[src/rtl/vga_timing_ctrl.sv]
// Raster timing generator: h/v counters, dv/hs/vs strobes, run/drain frame FSM,
// and a PIPE_DLY-deep delay-matched copy of the strobes for the datapath output.
module vga_timing_ctrl #(
  parameter int unsigned HRES     = 1600,
  parameter int unsigned VRES     = 900,
  parameter int unsigned HFP      = 24,
  parameter int unsigned HSW      = 80,
  parameter int unsigned HBP      = 96,
  parameter int unsigned VFP      = 1,
  parameter int unsigned VSW      = 3,
  parameter int unsigned VBP      = 96,
  parameter logic        HS_POL   = 1'b1,
  parameter logic        VS_POL   = 1'b1,
  parameter int unsigned PIPE_DLY = 4
) (
  input  logic        clk,
  input  logic        rst,
  input  logic        run,
  output logic [10:0] h_cnt,
  output logic [10:0] v_cnt,
  output logic        vga_dv_o,
  output logic        vga_hs_o,
  output logic        vga_vs_o,
  output logic        dly_dv_o,
  output logic        dly_hs_o,
  output logic        dly_vs_o,
  output logic        frame_start,
  output logic        line_start,
  output logic        busy,
  output logic [15:0] frame_cnt
);

  localparam int unsigned HTOT = HRES + HFP + HSW + HBP;
  localparam int unsigned VTOT = VRES + VFP + VSW + VBP;

  if (HTOT > 2047) begin : g_htot_chk
    $error("vga_timing_ctrl: HTOT exceeds 11-bit counter range");
  end
  if (VTOT > 2047) begin : g_vtot_chk
    $error("vga_timing_ctrl: VTOT exceeds 11-bit counter range");
  end
  if (PIPE_DLY > 15) begin : g_dly_chk
    $error("vga_timing_ctrl: PIPE_DLY must be 0..15");
  end

  localparam logic [10:0] H_LAST = 11'(HTOT - 1);
  localparam logic [10:0] V_LAST = 11'(VTOT - 1);
  localparam logic [10:0] H_ACT  = 11'(HRES);
  localparam logic [10:0] V_ACT  = 11'(VRES);
  localparam logic [10:0] HS_BEG = 11'(HRES + HFP);
  localparam logic [10:0] HS_END = 11'(HRES + HFP + HSW);
  localparam logic [10:0] VS_BEG = 11'(VRES + VFP);
  localparam logic [10:0] VS_END = 11'(VRES + VFP + VSW);

  typedef enum logic [1:0] {
    ST_IDLE  = 2'd0,
    ST_RUN   = 2'd1,
    ST_DRAIN = 2'd2
  } state_e;

  state_e      state_q, state_d;
  logic [10:0] h_q, h_d, v_q, v_d;
  logic [10:0] h_adv_s, v_adv_s;
  logic        last_pix_s, active_s;
  logic        dv_q, dv_d, hs_q, hs_d, vs_q, vs_d;
  logic        fs_q, fs_d, ls_q, ls_d, busy_q, busy_d;
  logic [15:0] fcnt_q, fcnt_d;

  always_comb begin
    last_pix_s = (h_q == H_LAST) && (v_q == V_LAST);
    if (h_q == H_LAST) begin
      h_adv_s = 11'd0;
      if (v_q == V_LAST) begin
        v_adv_s = 11'd0;
      end else begin
        v_adv_s = v_q + 11'd1;
      end
    end else begin
      h_adv_s = h_q + 11'd1;
      v_adv_s = v_q;
    end
  end

  // RUN and DRAIN share one rule: run wins, otherwise stop only after the last pixel.
  always_comb begin
    state_d = state_q;
    case (state_q)
      ST_IDLE: begin
        if (run) begin
          state_d = ST_RUN;
        end else begin
          state_d = ST_IDLE;
        end
      end
      ST_RUN, ST_DRAIN: begin
        if (run) begin
          state_d = ST_RUN;
        end else if (last_pix_s) begin
          state_d = ST_IDLE;
        end else begin
          state_d = ST_DRAIN;
        end
      end
      default: state_d = ST_IDLE;
    endcase
  end

  // Strobes decode the next pixel so they register on the same edge as the counters.
  always_comb begin
    active_s = (state_d != ST_IDLE);
    if ((state_q == ST_IDLE) || !active_s) begin
      h_d = 11'd0;
      v_d = 11'd0;
    end else begin
      h_d = h_adv_s;
      v_d = v_adv_s;
    end
    dv_d = active_s && (h_d < H_ACT) && (v_d < V_ACT);
    if (active_s && (h_d >= HS_BEG) && (h_d < HS_END)) begin
      hs_d = HS_POL;
    end else begin
      hs_d = ~HS_POL;
    end
    if (active_s && (v_d >= VS_BEG) && (v_d < VS_END)) begin
      vs_d = VS_POL;
    end else begin
      vs_d = ~VS_POL;
    end
    fs_d   = (state_d == ST_RUN) && (h_d == 11'd0) && (v_d == 11'd0);
    ls_d   = (state_d == ST_RUN) && (h_d == 11'd0);
    busy_d = active_s;
    if ((state_q != ST_IDLE) && last_pix_s) begin
      fcnt_d = fcnt_q + 16'd1;
    end else begin
      fcnt_d = fcnt_q;
    end
  end

  always_ff @(posedge clk) begin
    if (rst) begin
      state_q <= ST_IDLE;
      h_q     <= 11'd0;
      v_q     <= 11'd0;
      dv_q    <= 1'b0;
      hs_q    <= ~HS_POL;
      vs_q    <= ~VS_POL;
      fs_q    <= 1'b0;
      ls_q    <= 1'b0;
      busy_q  <= 1'b0;
      fcnt_q  <= 16'd0;
    end else begin
      state_q <= state_d;
      h_q     <= h_d;
      v_q     <= v_d;
      dv_q    <= dv_d;
      hs_q    <= hs_d;
      vs_q    <= vs_d;
      fs_q    <= fs_d;
      ls_q    <= ls_d;
      busy_q  <= busy_d;
      fcnt_q  <= fcnt_d;
    end
  end

  if (PIPE_DLY == 0) begin : g_no_dly
    assign dly_dv_o = dv_q;
    assign dly_hs_o = hs_q;
    assign dly_vs_o = vs_q;
  end else begin : g_dly
    logic [2:0] dly_q [PIPE_DLY];

    // Free-running shift so trailing strobes flush out after the frame ends.
    always_ff @(posedge clk) begin
      if (rst) begin
        for (int i = 0; i < int'(PIPE_DLY); i++) begin
          dly_q[i] <= {1'b0, ~HS_POL, ~VS_POL};
        end
      end else begin
        dly_q[0] <= {dv_q, hs_q, vs_q};
        for (int i = 1; i < int'(PIPE_DLY); i++) begin
          dly_q[i] <= dly_q[i-1];
        end
      end
    end

    assign {dly_dv_o, dly_hs_o, dly_vs_o} = dly_q[PIPE_DLY-1];
  end

  assign h_cnt       = h_q;
  assign v_cnt       = v_q;
  assign vga_dv_o    = dv_q;
  assign vga_hs_o    = hs_q;
  assign vga_vs_o    = vs_q;
  assign frame_start = fs_q;
  assign line_start  = ls_q;
  assign busy        = busy_q;
  assign frame_cnt   = fcnt_q;

endmodule

[config.mk]
export PLATFORM = sky130hd
export DESIGN_NAME = vga_timing_ctrl
export DESIGN_NICKNAME = d
export VERILOG_FILES = /design/src/rtl/vga_timing_ctrl.sv
export SDC_FILE = /design/constraint.sdc
export NUM_CORES = 1
export LEC_CHECK = 0
export CORE_MARGIN = 4
export CORE_UTILIZATION = 50
export DETAILED_ROUTE_END_ITERATION = 7
export GPL_TIMING_DRIVEN = 0
export PLACE_DENSITY = 0.74
export SYNTH_ARGS = -nofsm -noshare
export SYNTH_HDL_FRONTEND = slang
export SYNTH_SLANG_ARGS = --single-unit
[constraint.sdc]
create_clock -name clk -period 3.1 [get_ports clk]
set_input_delay 0.62 -clock clk [delete_from_list [all_inputs] [get_ports clk]]
set_output_delay 0.62 -clock clk [all_outputs]
set_load 0.01 [all_outputs]
==> results.py <==
metrics = {
    "setup_path": {
        "worst_r2r_path_depth": 8,
        "crit_fanout": 8,
        "timing.rr.end": "vga_dv_o$_SDFF_PP0_",
        "rr_startpoint": "h_cnt[0]$_SDFF_PP0_",
        "required_ns": 3.33,
        "crit_type": "reg2reg",
        "end_kind": "flip-flop",
        "crit_arrival_ns": 3.07,
        "cp-start-kind": "flip-flop",
        "reg2reg_slack_ns": 0.25,
    },
    "sta": {
        "clock.fmax_ghz": 0.351,
        "rsz0062_at_grt": "no",
        "tns_ns": 0,
        "setup_viol": 0,
        "period_needed_ns": 2.85,
        "final_hold_viol_count": 0,
        "skew_ns": 0.00520,
        "drv_slew": 0,
        "relSlewSlack_pct": 66.5,
        "tightest_slew_ns": 0.502,
        "whs_ns": 0.436,
        "finalCritPeriodShare_pct": 91.9,
    },
    "global_routing": {
        "met2_usage_pct": 32.1,
        "grt_use_total_pct": 20.0,
        "antenna_found_initial": 0,
        "met1_usage_pct": 25.9,
        "grt_overflow": 0,
        "grt_first_pass_wirelength_mm": 10.2,
        "grt_pass1_vias": 2235,
        "grt_busiest_layer": "met2",
        "grt_max_degree": 11,
        "use_met3_pct": 4.39,
    },
    "route": {
        "antenna_left": 0,
        "first_iter_violations": 139,
        "finalWirelength_mm": 6.12,
        "drc_errors": 0,
        "routed-via-count": 2424,
        "wl_per_cell_um": 13.9,
        "first_pass_iters": 4,
        "vias_per_cell": 5.48,
    },
    "floorplanning": {
        "die_h_um": 81.4,
        "rows": 26,
        "coreArea_um2": 5170,
        "die_w_um": 81.4,
        "num_io_pins": 50,
        "start_util_pct": 52.1,
        "dieArea_um2": 6630,
    },
    "power": {
        "ir_drop_uv": 374,
        "p_per_area_nw_per_um2": 431,
        "p_leak_uw": 0.00120,
    },
    "clock_tree": {
        "cts_buffers": 9,
        "clk_latency_ns": 0.33,
        "cts_resized": 0,
        "cts_tree": "done",
        "clockBufferDepth": 2,
        "holdBufCountCts": 0,
        "post-cts-setup-buffer-count": 0,
        "cts_root_buffer": "clkbuf_8",
        "clkTransAtPathRegs_ns": 0.07,
        "htree_num_levels": 3,
        "cts.sinks": 58,
    },
    "final_layout": {
        "mostFrequentLayoutCells": "dfxtp_1, nor2_1, clkdlybuf4s50_1",
        "synthToLayoutAreaGrowth_pct": 28.3,
        "antenna_cells": 0,
        "final_common_cell": "dfxtp_1",
        "nets": 375,
        "drive_gt1_share_pct": 8.87,
    },
    "place": {
        "place_congestion": 0.857,
        "dpl.hpwl_mm": 4.46,
        "port_buffers": 48,
    },
    "synthesis": {
        "synth_seq_cells": 58,
        "yosys_warnings": 0,
        "synth_top_area_share_pct": 43.1,
        "ys_seq_area_share_pct": 43.1,
        "async_flop_share_pct": 0,
        "syn-cell-area_um2": 2700,
        "synthDistinctLibCells": 49,
        "syn_nets": 316,
        "synthTopCellsByArea": "dfxtp_1, nor2_1, xor2_1",
        "avgSynthCellArea_um2": 8.75,
        "ys.flop_type": "dfxtp_1",
        "synth_top_cell_by_area": "dfxtp_1",
        "synth_edf_count": 0,
        "synth_cells": 308,
    },
    "worst_hold_path": {
        "hold_path_class": "reg2reg",
        "min_to": "g_dly.dly_q[2][2]$_SDFF_PP0_",
        "min_delay_path_depth": 1,
        "min-delay-start": "g_dly.dly_q[1][2]$_SDFF_PP0_",
    },
    "outcome": {
        "status": "finished clean",
    },
    "job": {
        "drv_cap": 0,
    },
}
==> state kept, by name (all words and copies together), names as in the netlist <==
register / count
v_cnt: 11
busy: 1
h_cnt: 11
vga_dv_o: 1
state_q: 2
vga_vs_o: 1
line_start: 1
frame_cnt: 16
frame_start: 1
vga_hs_o: 1
g_dly.dly_q: 12
==> area by class of cell <==
type	instances	area [um2]
Buffer	13	61.3
Multi-Input combinational cell	228	1440
Clock buffer	11	141
Sequential cell	58	1160
Clock inverter	5	53.8
Inverter	9	33.8
Tap cell	70	87.6
Fill cell	420	1710
Timing Repair Buffer	48	480
==> metrics by stage <==
stage               worst slack [ns]  total power [uW]  util [%]  instance area (um2)  cells
floorplan                      0.574               800         -                 2700    308
global placement               0.309               820      63.1                 3260    426
detailed placement             0.294               821      63.1                 3260    426
CTS                            0.276              1500      66.9                 3460    442
global route                 0.00783              1540      66.9                 3460    442
finish                         0.252              1490      66.9                 3460    442
==> where the power goes <==
part           leakage [uW]  total [uW]  switching, uW  internal [uW]
clock network      0.000103         689            299            390
registers          0.000469         757           3.85            753
logic              0.000625        46.4           26.3           20.1
total               0.00120        1490            329           1160
==> worst max-delay path by stage <==
stage                     cells after the start  slack, ns                 from                   to
final                                         8       0.25  h_cnt[0]$_SDFF_PP0_  vga_dv_o$_SDFF_PP0_
after global routing                          8      0.008  h_cnt[0]$_SDFF_PP0_  vga_dv_o$_SDFF_PP0_
after CTS                                     8       0.28  h_cnt[0]$_SDFF_PP0_  vga_dv_o$_SDFF_PP0_
after detailed placement                      8       0.29  h_cnt[0]$_SDFF_PP0_  vga_dv_o$_SDFF_PP0_
after global placement                        8       0.31  h_cnt[0]$_SDFF_PP0_  vga_dv_o$_SDFF_PP0_
after floorplan                               8       0.57  h_cnt[0]$_SDFF_PP0_  vga_dv_o$_SDFF_PP0_
==> Yosys cell counts, types with 2 or more instances <==
cell type  instances
nand4_1           12
and2_1             5
o21a_1             4
nand3_1           11
nor2b_1           14
or3_1              4
nand2_1           16
dfxtp_1           58
clkbuf_1           7
buf_2              4
nor4b_1            2
nor3_1             6
and3_1             7
and4_1             4
nor4_1             4
a21oi_1           12
buf_4              2
inv_1              9
xnor2_1           10
ha_1               5
nand2b_1           3
o21ai_0            9
nor2_1            50
or4_1              2
or2_2              2
a211oi_1           3
o31ai_1            2
xor2_1            16
a22oi_1            3
mux2i_1            3
==> critical path, cell delays in order (launching register included) <==
cell,delay (ns)
dfxtp_1,0.45
ha_1,0.30
and4_1,0.30
nand3_2,0.13
or4_1,0.53
xor2_1,0.33
nor4b_1,0.30
nand3_1,0.13
o221a_2,0.28
==> metal layers <==
metal | vias up | share of wire, %
li1 | 1194 | -
met1 | 1139 | 46
met2 | 77 | 47
met3 | 14 | 5.0
met4 | 0 | 2.0
met5 | - | 0
==> cells by family after synthesis <==
group	synth area share, %
AOI/OAI and AO/OA	9.70
xor gates and xnor gates	8.45
adders and majority gates	2.32
buffers and inverters	3.53
DFF	43.1
muxes	1.53
and+or+nand+nor	31.4
Note: power is estimated with default switching activity, not from simulation.
